**src/rtl/gpio_keypad_pkg.sv**
```systemverilog
// rtl/gpio_keypad_pkg.sv - shared types and helpers for the keypad capture block
package gpio_keypad_pkg;

  localparam logic KEY_RELEASED = 1'b0;
  localparam logic KEY_PRESSED  = 1'b1;

  // Codes are stored at the widest supported size (32 keys) and trimmed at the port.
  localparam int KEY_CODE_W = 5;

  typedef struct packed {
    logic                  press;
    logic [KEY_CODE_W-1:0] code;
  } key_evt_t;

  function automatic int key_width(input int n);
    return (n > 2) ? $clog2(n) : 1;
  endfunction

endpackage

```
**src/rtl/keypad_debounce_ch.sv**
```systemverilog
// rtl/keypad_debounce_ch.sv - per-key synchroniser, debounce counter and stable level
module keypad_debounce_ch
  import gpio_keypad_pkg::*;
#(
  parameter int DEBOUNCE_CYCLES = 1_000_000
) (
  input  logic clk_i,
  input  logic rst_ni,
  input  logic key_i,
  input  logic enable_i,
  output logic chg_pulse_o,
  output logic level_o
);

  localparam int CW = $clog2(DEBOUNCE_CYCLES);
  localparam logic [CW-1:0] CNT_LAST = CW'(DEBOUNCE_CYCLES - 1);

  logic          s1_q, s2_q, stable_q, stable_d;
  logic [CW-1:0] cnt_q, cnt_d;

  // High in the cycle whose closing edge commits the new stable level.
  assign chg_pulse_o = enable_i && (s2_q != stable_q) && (cnt_q == CNT_LAST);
  assign level_o     = stable_q;

  always_comb begin
    stable_d = stable_q;
    cnt_d    = '0;
    if (!enable_i) begin
      stable_d = s2_q;
    end else if (s2_q != stable_q) begin
      if (cnt_q == CNT_LAST) stable_d = s2_q;
      else                   cnt_d    = cnt_q + CW'(1);
    end
  end

  always_ff @(posedge clk_i or negedge rst_ni) begin
    if (!rst_ni) begin
      s1_q     <= 1'b0;
      s2_q     <= 1'b0;
      stable_q <= KEY_RELEASED;
      cnt_q    <= '0;
    end else begin
      s1_q     <= key_i;
      s2_q     <= s1_q;
      stable_q <= stable_d;
      cnt_q    <= cnt_d;
    end
  end

endmodule

```
**src/rtl/gpio_keypad_capture.sv**
```systemverilog
// rtl/gpio_keypad_capture.sv - keypad debounce, priority arbiter and press/release event FIFO
module gpio_keypad_capture
  import gpio_keypad_pkg::*;
#(
  parameter  int NUM_KEYS        = 4,
  parameter  int DEBOUNCE_CYCLES = 1_000_000,
  parameter  int FIFO_DEPTH      = 8,
  localparam int KW              = key_width(NUM_KEYS),
  localparam int AW              = $clog2(FIFO_DEPTH)
) (
  input  logic                axi_aclk,
  input  logic                axi_aresetn,
  input  logic [NUM_KEYS-1:0] key_in,
  input  logic                enable,
  output logic                evt_valid,
  input  logic                evt_ready,
  output logic [KW-1:0]       evt_code,
  output logic                evt_press,
  output logic [AW:0]         evt_count,
  output logic                irq,
  output logic                overflow,
  input  logic                clear_ovf
);

  logic [NUM_KEYS-1:0] chg, level;
  logic [NUM_KEYS-1:0] pend_q, pend_d, pdir_q, pdir_d;
  key_evt_t            mem_q [FIFO_DEPTH];
  logic [AW-1:0]       wr_ptr_q, rd_ptr_q;
  logic [AW:0]         count_q, count_d;
  logic                ovf_q, ovf_set;
  logic                found, pop, wr;
  logic [KW-1:0]       gidx;
  key_evt_t            head, wr_evt;
  logic                unused_code_hi;

  for (genvar k = 0; k < NUM_KEYS; k++) begin : g_ch
    keypad_debounce_ch #(.DEBOUNCE_CYCLES(DEBOUNCE_CYCLES)) u_ch (
      .clk_i      (axi_aclk),
      .rst_ni     (axi_aresetn),
      .key_i      (key_in[k]),
      .enable_i   (enable),
      .chg_pulse_o(chg[k]),
      .level_o    (level[k])
    );
  end

  always_comb begin
    found = 1'b0;
    gidx  = '0;
    for (int k = 0; k < NUM_KEYS; k++) begin
      if (pend_q[k] && !found) begin
        found = 1'b1;
        gidx  = KW'(k);
      end
    end
  end

  assign pop    = (count_q != '0) && evt_ready;
  assign wr     = found && ((count_q != (AW+1)'(FIFO_DEPTH)) || pop);
  assign wr_evt = '{press: pdir_q[gidx], code: KEY_CODE_W'(gidx)};

  // A change landing on a still-pending key replaces its direction; the older edge is lost.
  always_comb begin
    pend_d  = pend_q;
    pdir_d  = pdir_q;
    ovf_set = 1'b0;
    if (wr) pend_d[gidx] = 1'b0;
    for (int k = 0; k < NUM_KEYS; k++) begin
      if (chg[k]) begin
        if (pend_d[k]) ovf_set = 1'b1;
        pend_d[k] = 1'b1;
        pdir_d[k] = (level[k] == KEY_PRESSED) ? KEY_RELEASED : KEY_PRESSED;
      end
    end
  end

  always_comb begin
    case ({wr, pop})
      2'b10:   count_d = count_q + (AW+1)'(1);
      2'b01:   count_d = count_q - (AW+1)'(1);
      default: count_d = count_q;
    endcase
  end

  always_ff @(posedge axi_aclk or negedge axi_aresetn) begin
    if (!axi_aresetn) begin
      pend_q   <= '0;
      pdir_q   <= '0;
      wr_ptr_q <= '0;
      rd_ptr_q <= '0;
      count_q  <= '0;
      ovf_q    <= 1'b0;
      for (int i = 0; i < FIFO_DEPTH; i++) mem_q[i] <= '0;
    end else begin
      pend_q  <= pend_d;
      pdir_q  <= pdir_d;
      count_q <= count_d;
      if (wr) begin
        mem_q[wr_ptr_q] <= wr_evt;
        wr_ptr_q        <= wr_ptr_q + AW'(1);
      end
      if (pop) rd_ptr_q <= rd_ptr_q + AW'(1);
      if (ovf_set)        ovf_q <= 1'b1;
      else if (clear_ovf) ovf_q <= 1'b0;
    end
  end

  assign head           = mem_q[rd_ptr_q];
  assign evt_valid      = (count_q != '0);
  assign irq            = evt_valid;
  assign evt_count      = count_q;
  assign evt_code       = head.code[KW-1:0];
  assign evt_press      = head.press;
  assign overflow       = ovf_q;
  assign unused_code_hi = ^head.code;

endmodule

```
**config.mk**
```make
export PLATFORM = sky130hd
export DESIGN_NAME = gpio_keypad_capture
export DESIGN_NICKNAME = d
export VERILOG_FILES = /design/src/rtl/gpio_keypad_pkg.sv /design/src/rtl/keypad_debounce_ch.sv /design/src/rtl/gpio_keypad_capture.sv
export SDC_FILE = /design/constraint.sdc
export NUM_CORES = 1
export LEC_CHECK = 0
export ABC_AREA = 1
export CELL_PAD_IN_SITES_DETAIL_PLACEMENT = 0
export CELL_PAD_IN_SITES_GLOBAL_PLACEMENT = 1
export CORE_MARGIN = 1
export CORE_UTILIZATION = 51
export CTS_BUF_LIST = sky130_fd_sc_hd__clkbuf_16
export DETAILED_ROUTE_END_ITERATION = 12
export PLACE_DENSITY = 0.95
export SLEW_MARGIN = 20
export SYNTH_ARGS = -nofsm -noshare
export SYNTH_HDL_FRONTEND = slang
export SYNTH_SLANG_ARGS = --single-unit
```
**constraint.sdc**
```tcl
create_clock -name axi_aclk -period 2.9 [get_ports axi_aclk]
set_input_delay 0.29 -clock axi_aclk [delete_from_list [all_inputs] [get_ports axi_aclk]]
set_output_delay 0.29 -clock axi_aclk [all_outputs]
set_load 0.01 [all_outputs]
```
---- After elaboration in Yosys (flattened, before gate mapping) ----
Cells that the tools add are included.
word-level totals
  bits in registers ....................... 159
  input bits .............................. 9
  output and inout bits ................... 10
  word-level logic and storage cells ...... 164
cells by class
  add/sub/neg operators ................... 8
  order comparisons ....................... 5
  eq/ne operators ......................... 19
  mux-type cells .......................... 61
  bitwise logic cells ..................... 4
  reduce and logical (&&, ||, !) cells .... 26
operator list
  cell                                                                  number
  20-bit 2-to-1 mux                                                     12
  20-bit by 1-bit adder with 20-bit output, second input constant       4
  20-bit equality test, second input constant                           4
  48-bit bitwise mux                                                    1
  1-bit 2-to-1 mux                                                      37
  6-bit binary-select mux with 3-bit select                             1
  6-bit demux with 3-bit select                                         1
  6-bit 2-to-1 mux                                                      3
  2-bit by 1-bit != test with 1-bit output, second input constant       8
  1-bit logical AND                                                     15
  4-bit greater-or-equal comparator, second input constant              2
  3-bit inverter with 4-bit output                                      2
  4-bit one-hot mux with 2 select lines                                 1
  2-bit AND reduction                                                   4
  3-bit by 1-bit adder with 3-bit output, second input constant         2
  4-bit by 1-bit adder with 4-bit output, second input constant         1
  4-bit AND                                                             1
  4-bit by 1-bit < comparator with 1-bit output, second input constant  1
  2-bit 2-to-1 mux                                                      2
  4-bit 2-to-1 mux                                                      1
  1-bit != test                                                         4
  4-bit != test, second input constant                                  1
  4-bit inverter                                                        1
  2-bit nonzero test                                                    2
  other kinds (10)                                                      12

---- Longest topological paths before layout ----
  word-level depth ........................ 26
  gate-level depth with buffers ........... 17
  depth with buffers taken out ............ 17

---- Cells and area by module ----
Synthesis repeated with hierarchy kept, for this count alone.
unflattened totals
  cell total of the unflattened synthesis .. 950
  area total of the unflattened synthesis .. 7,442.1 um^2
by module, submodules not included
  module                                 instances  cells an instance  area an instance (um^2)
  keypad_debounce_ch (g_ch[1].u_ch ...)  3          167                1,272.5
  gpio_keypad_capture                    1          276                2,308.5
  keypad_debounce_ch (g_ch[0].u_ch)      1          173                1,316.3

---- Worst setup path before layout ----
OpenSTA, ideal clock, no wires.
  path kind ............................... reg-to-reg
  start ................................... register count_q[0] (netlist: evt_count[0])
  end ..................................... register count_q[3] (netlist: evt_count[3])
  arrival time ............................ 1.968 ns
  path slack .............................. 0.820 ns
  cell stages (with the launch flop) ...... 14
  cell sequence ........................... dfrtp_1 -> nor2_2 -> nand3_1 -> nand3_4 -> inv_1 -> ha_1 -> nand2_1 -> nand2_1 -> a31oi_1 -> inv_1 -> nand2_1 -> nand3_1 -> nand2_1 -> inv_1
between the ends
  word-level cells in the longest chain between the ends .. 6
  elaborated cells on any way between the ends .. 11
  those cells by class .................... 2 x add/sub; 3 x eq/ne; 1 x mux; 5 x reduce/logical
ends and longest elaborated chain
  item                                                                                   RTL line                   RTL
  start, declared                                                                        gpio_keypad_capture.sv:29  logic [AW:0] count_q, count_d;
  start signal, assigned                                                                 gpio_keypad_capture.sv:97  count_q <= count_d;
  4-bit nonzero test (*)                                                                 n/a
  via evt_valid                                                                          gpio_keypad_capture.sv:15  output logic evt_valid,
  1-bit logical AND (*)                                                                  gpio_keypad_capture.sv:58  assign pop = (count_q != '0) && evt_ready;
  1-bit logical OR                                                                       gpio_keypad_capture.sv:59  assign wr = found && ((count_q != (AW+1)'(FIFO_DEPTH)) || pop);
  1-bit logical AND                                                                      gpio_keypad_capture.sv:59
  2-bit by 1-bit equality test with 1-bit output or 2-bit equality test (tied branches)  gpio_keypad_capture.sv:78  case ({wr, pop})
  4-bit one-hot mux with 2 select lines or 2-bit nonzero test (tied branches)            n/a
Mark *: on every way through the listed nets, which the timed path passes. The rest lies on a longest branch.
A chain may end at the register's enable or synchronous reset.

---- Final worst setup path ----
  start ................................... register rd_ptr_q[0]
  end ..................................... output port evt_code[0]
between the ends
  word-level cells in the longest chain between the ends .. 4
ends and longest elaborated chain
  item                                                    RTL line                    RTL
  start, declared                                         gpio_keypad_capture.sv:28   logic [AW-1:0] wr_ptr_q, rd_ptr_q;
  start signal, assigned                                  gpio_keypad_capture.sv:102  if (pop) rd_ptr_q <= rd_ptr_q + AW'(1);
  3-bit inverter with 4-bit output (not written as such)  gpio_keypad_capture.sv:108  assign head = mem_q[rd_ptr_q];
  6-bit binary-select mux with 3-bit select               gpio_keypad_capture.sv:108
  6-bit 2-to-1 mux (not written as such) (2 in series)    gpio_keypad_capture.sv:108
  end, declared                                           gpio_keypad_capture.sv:17   output logic [KW-1:0] evt_code,
No other way between the ends. The select of a mux whose other input is x is not followed.

==> impl_metrics.py <==
metrics = {
    "setup_path": {
        "crit_start": "rd_ptr_q[0]$_DFFE_PN0P_",
        "crit_type": "reg2out",
        "crit_top_cell": "nand2_1",
        "cp_max_fo": 13,
        "start_kind": "flop",
        "cp_data_arrival_time_ns": 2.20,
        "max_stage_delay_ns": 0.53,
        "r2r-start": "evt_count[0]$_DFFE_PN0P_",
        "cp-end-kind": "output pin",
        "cp_cell_sequence": "inv_1 > nor2_1 > o32ai_1 > nand2_1 > nand2_1 > clkdlybuf4s50_1",
        "required_ns": 2.61,
        "reg2reg_slack_ns": 0.69,
        "crit_slowest_cell": "clkdlybuf4s50_1",
    },
    "clocking": {
        "cts.clk_slew.worst_paths_ns": 0.06,
        "clk_latency_ns": 0.41,
        "postCtsSetupBuffers": 0,
        "cts_root_buf": "clkbuf_16",
        "clkSinkCount": 135,
        "cts_buffer_depth": 2,
        "post_cts_resized": 0,
        "h-tree-depth": 4,
        "numCtsBuffers": 17,
        "cts_tree": "built",
    },
    "routing": {
        "routed-wl-met3_um": 436,
        "via_count": 5548,
        "drt_first_iter_violations": 423,
        "top_layer": "met4",
        "met1_length_mm": 6.931,
        "wl_per_cell_um": 12.73,
        "routed_wl_mm": 14.03,
        "post-route-drc-count": 0,
        "viasPerCell": 5.034,
        "wl_met2_mm": 6.464,
        "drtAntennaViolNets": 0,
        "first_pass_iters": 6,
    },
    "placement": {
        "place_worst_setup_slack_ns": 0.2926,
        "port_buffers": 18,
        "place_inst": 1069,
        "gp_congestion": 0.8494,
        "dp_hpwl_mm": 9.720,
    },
    "timing": {
        "min_period_ns": 2.488,
        "tns_ns": 0,
        "tightest_slew_ns": 0.6501,
        "drv_slew": 0,
        "hold_violations": 0,
        "fin_skew_ns": 0.007740,
        "finalSetupViolCount": 0,
        "relSlewSlack_pct": 56.66,
        "fmax_mhz": 401.9,
        "rsz0062_at_grt": "false",
        "fin_crit_sh_pct": 85.81,
        "fin_ws_ns": 0.4117,
    },
    "outcome": {
        "outcome": "finished, final reports clean",
    },
    "power": {
        "p_clk_share_pct": 41.4,
        "switchingPower_w": 0.001298,
        "ir_worst_vdd_mv": 0.4167,
        "power-per-cell-area_nw_per_um2": 604.5,
        "p_leak_nw": 3.548,
        "power_frac_comb_pct": 16.2,
        "swShare_pct": 26.89,
        "power_frac_seq_pct": 42.4,
        "power.internal_w": 0.003528,
    },
    "global_routing": {
        "antenna_found_initial": 0,
        "grt_start_max_net_pins": 68,
        "track_usage_pct": 21.99,
        "grt_pass1_wl_mm": 25.17,
        "grt_pass1_vias": 5488,
        "overflow": 0,
    },
    "floorplanning": {
        "ios": 19,
        "initial_core_util_pct": 52.75,
        "fp.dieH_um": 119.7,
        "row_count": 42,
        "coreArea_sq_um": 13400,
        "die_w_um": 119.7,
        "dieArea_sq_um": 14340,
    },
    "synthesis": {
        "yosysWarnings": 0,
        "synth_flop_cell": "dfrtp_1",
        "synth_edf_count": 0,
        "yosysUniqueCellTypes": 44,
        "syn-num-nets": 900,
        "async_flop_share_pct": 100.0,
        "synth_area_per_cell_sq_um": 8.015,
        "syn_inst": 882,
        "synth_area_sq_um": 7069,
        "ys_seq_area_share_pct": 47.79,
        "ys_ff_latch": 135,
    },
    "hold_path": {
        "hold_start": "key_in[1]",
        "hp-class": "in2reg",
    },
    "layout": {
        "regArea_sq_um": 3378,
        "fin_cells": 1102,
        "antenna-diode-count": 0,
        "drive_gt1_share_pct": 8.963,
        "areaGrowthSynthToFinish_pct": 12.94,
        "n_fill_cell": 1204,
        "multiInputGateArea_sq_um": 3219,
        "nets": 931,
    },
    "job": {
        "maxCapViolCount": 0,
    },
}
-- timing repair --
item | in CTS | in global routing
hold buffers | 1 | 0
endpoints found under the setup margin | 0 | 0
endpoints found under the hold margin | 64 | 0
-- through the flow --
step	power [W]	utilization, %	hold WS (ns)	cell area, sq um
final	0.004826	59.58	0.3154	7984
after global routing	0.005074	59.58	0.3086	7984
after CTS	0.004886	59.58	0.2951	7984
after detailed placement	0.002865	55.42	0.3385	7426
after global placement	0.002842	55.42	0.3356	7426
after floorplan	0.002560	-	-0.005591	7069
-- sequential cells by signal, summed over array words and instances, names as in the netlist --
signal	flops
g_ch.u_ch.cnt_q	80
mem_q	24
evt_count	4
g_ch.u_ch.level_o	4
g_ch.u_ch.s1_q	4
g_ch.u_ch.s2_q	4
pdir_q	4
pend_q	4
rd_ptr_q	3
wr_ptr_q	3
overflow	1
-- cell usage after synthesis (3+ instances only) --
library cell  number  area, sq um
xor2_1            27        236.5
buf_6              3        33.78
nor3_2             3        30.03
nand3_2            5        50.05
nor2_2             9        56.30
a31oi_1            4        25.02
nor3b_1            9        67.56
inv_2              6        22.52
nor3_1            27        135.1
nand2_1          191        716.9
nand4_1            9        56.30
nor2_1           175        656.9
a21oi_1           16        80.08
dfrtp_1          135         3378
xnor2_1            8        70.07
o21ai_1           15        75.07
clkbuf_1           3        11.26
o21ai_0           28        140.1
buf_2              3        15.01
nand2_4            4        45.04
ha_1               8        100.1
nand3_1           50        250.2
nor2_4             8        90.09
inv_1             98        367.9
nand2_2            8        50.05
o32ai_1            6        52.55
-- layout by cell type (no fill, tap or decap), types with 3 or more instances in the layout --
cell type and instances:
nand2_1 191, nor2_1 175, dfrtp_1 135, inv_1 102
nand3_1 50, o21ai_0 28, nor3_1 27, xor2_1 27
clkbuf_16 17, clkdlybuf4s50_1 17, a21oi_1 16, o21ai_1 15
nor2_2 9, nand4_1 9, nor3b_1 9, nand2_2 8
nor2_4 8, xnor2_1 8, ha_1 8, inv_2 6
o32ai_1 6, nand3_2 5, nand2_4 4, a31oi_1 4
clkinv_1 4, buf_4 4, nor3_2 3, clkinvlp_4 3
-- worst max-delay path: cells and delay by family (launching register included) --
family | cells | cell delay [ns]
buffers and inverters | 2 | 0.85
AOI/OAI and AO/OA | 1 | 0.30
and+or+nand+nor | 3 | 0.25
DFF | 1 | 0.37
-- logic make-up (layout without fill, tap and decap cells) --
kind of cell,after synthesis,after routing,synth area share [%]
buffers and inverters,116,160,6.672
flip-flops,135,135,47.79
AND/OR/NAND/NOR,511,511,33.40
XOR/XNOR,35,35,4.336
AO/OA/AOI/OAI,75,75,5.947
multiplexers,1,1,0.1593
adder cells (fa/ha/maj),9,9,1.699
-- path summary, 6_finish.rpt --
check,to,cells past startpoint
worst min register to register,g_ch[2].u_ch.s2_q$_DFF_PN0_,0
max in group asynchronous,g_ch[1].u_ch.cnt_q[7]$_DFF_PN0_,3
worst min-delay path,g_ch[1].u_ch.s1_q$_DFF_PN0_,1
worst max-delay path,evt_code[0],6
worst max register to register,evt_count[3]$_DFFE_PN0P_,13
min in group asynchronous,rd_ptr_q[2]$_DFFE_PN0P_,2
-- per-layer routing --
layer  global-route usage (%)  vias up
li1                         -     2866
met1                    29.54     2588
met2                    34.68       78
met3                    5.561       16
met4                    7.422        0
met5                        0        -
-- final cells by class --
| type | count | share of cell area, % |
|---|---|---|
| repair buffers | 23 | 2.774 |
| multi-input cells | 631 | 40.32 |
| well taps | 176 | 2.758 |
| flip-flops and latches | 135 | 42.31 |
| inverters | 105 | 4.968 |
| clock buffers | 17 | 5.328 |
| clock inverters | 15 | 1.536 |
-- power by group through the flow --
stage,Combinational [W],Sequential [W],Clock (W)
finish,0.000780,0.00205,0.00200
global route,0.000885,0.00206,0.00213
CTS,0.000791,0.00205,0.00205
detailed placement,0.000782,0.00208,0
global placement,0.000763,0.00208,0
floorplan,0.000493,0.00207,0
Power figures use the tool's default switching activity.
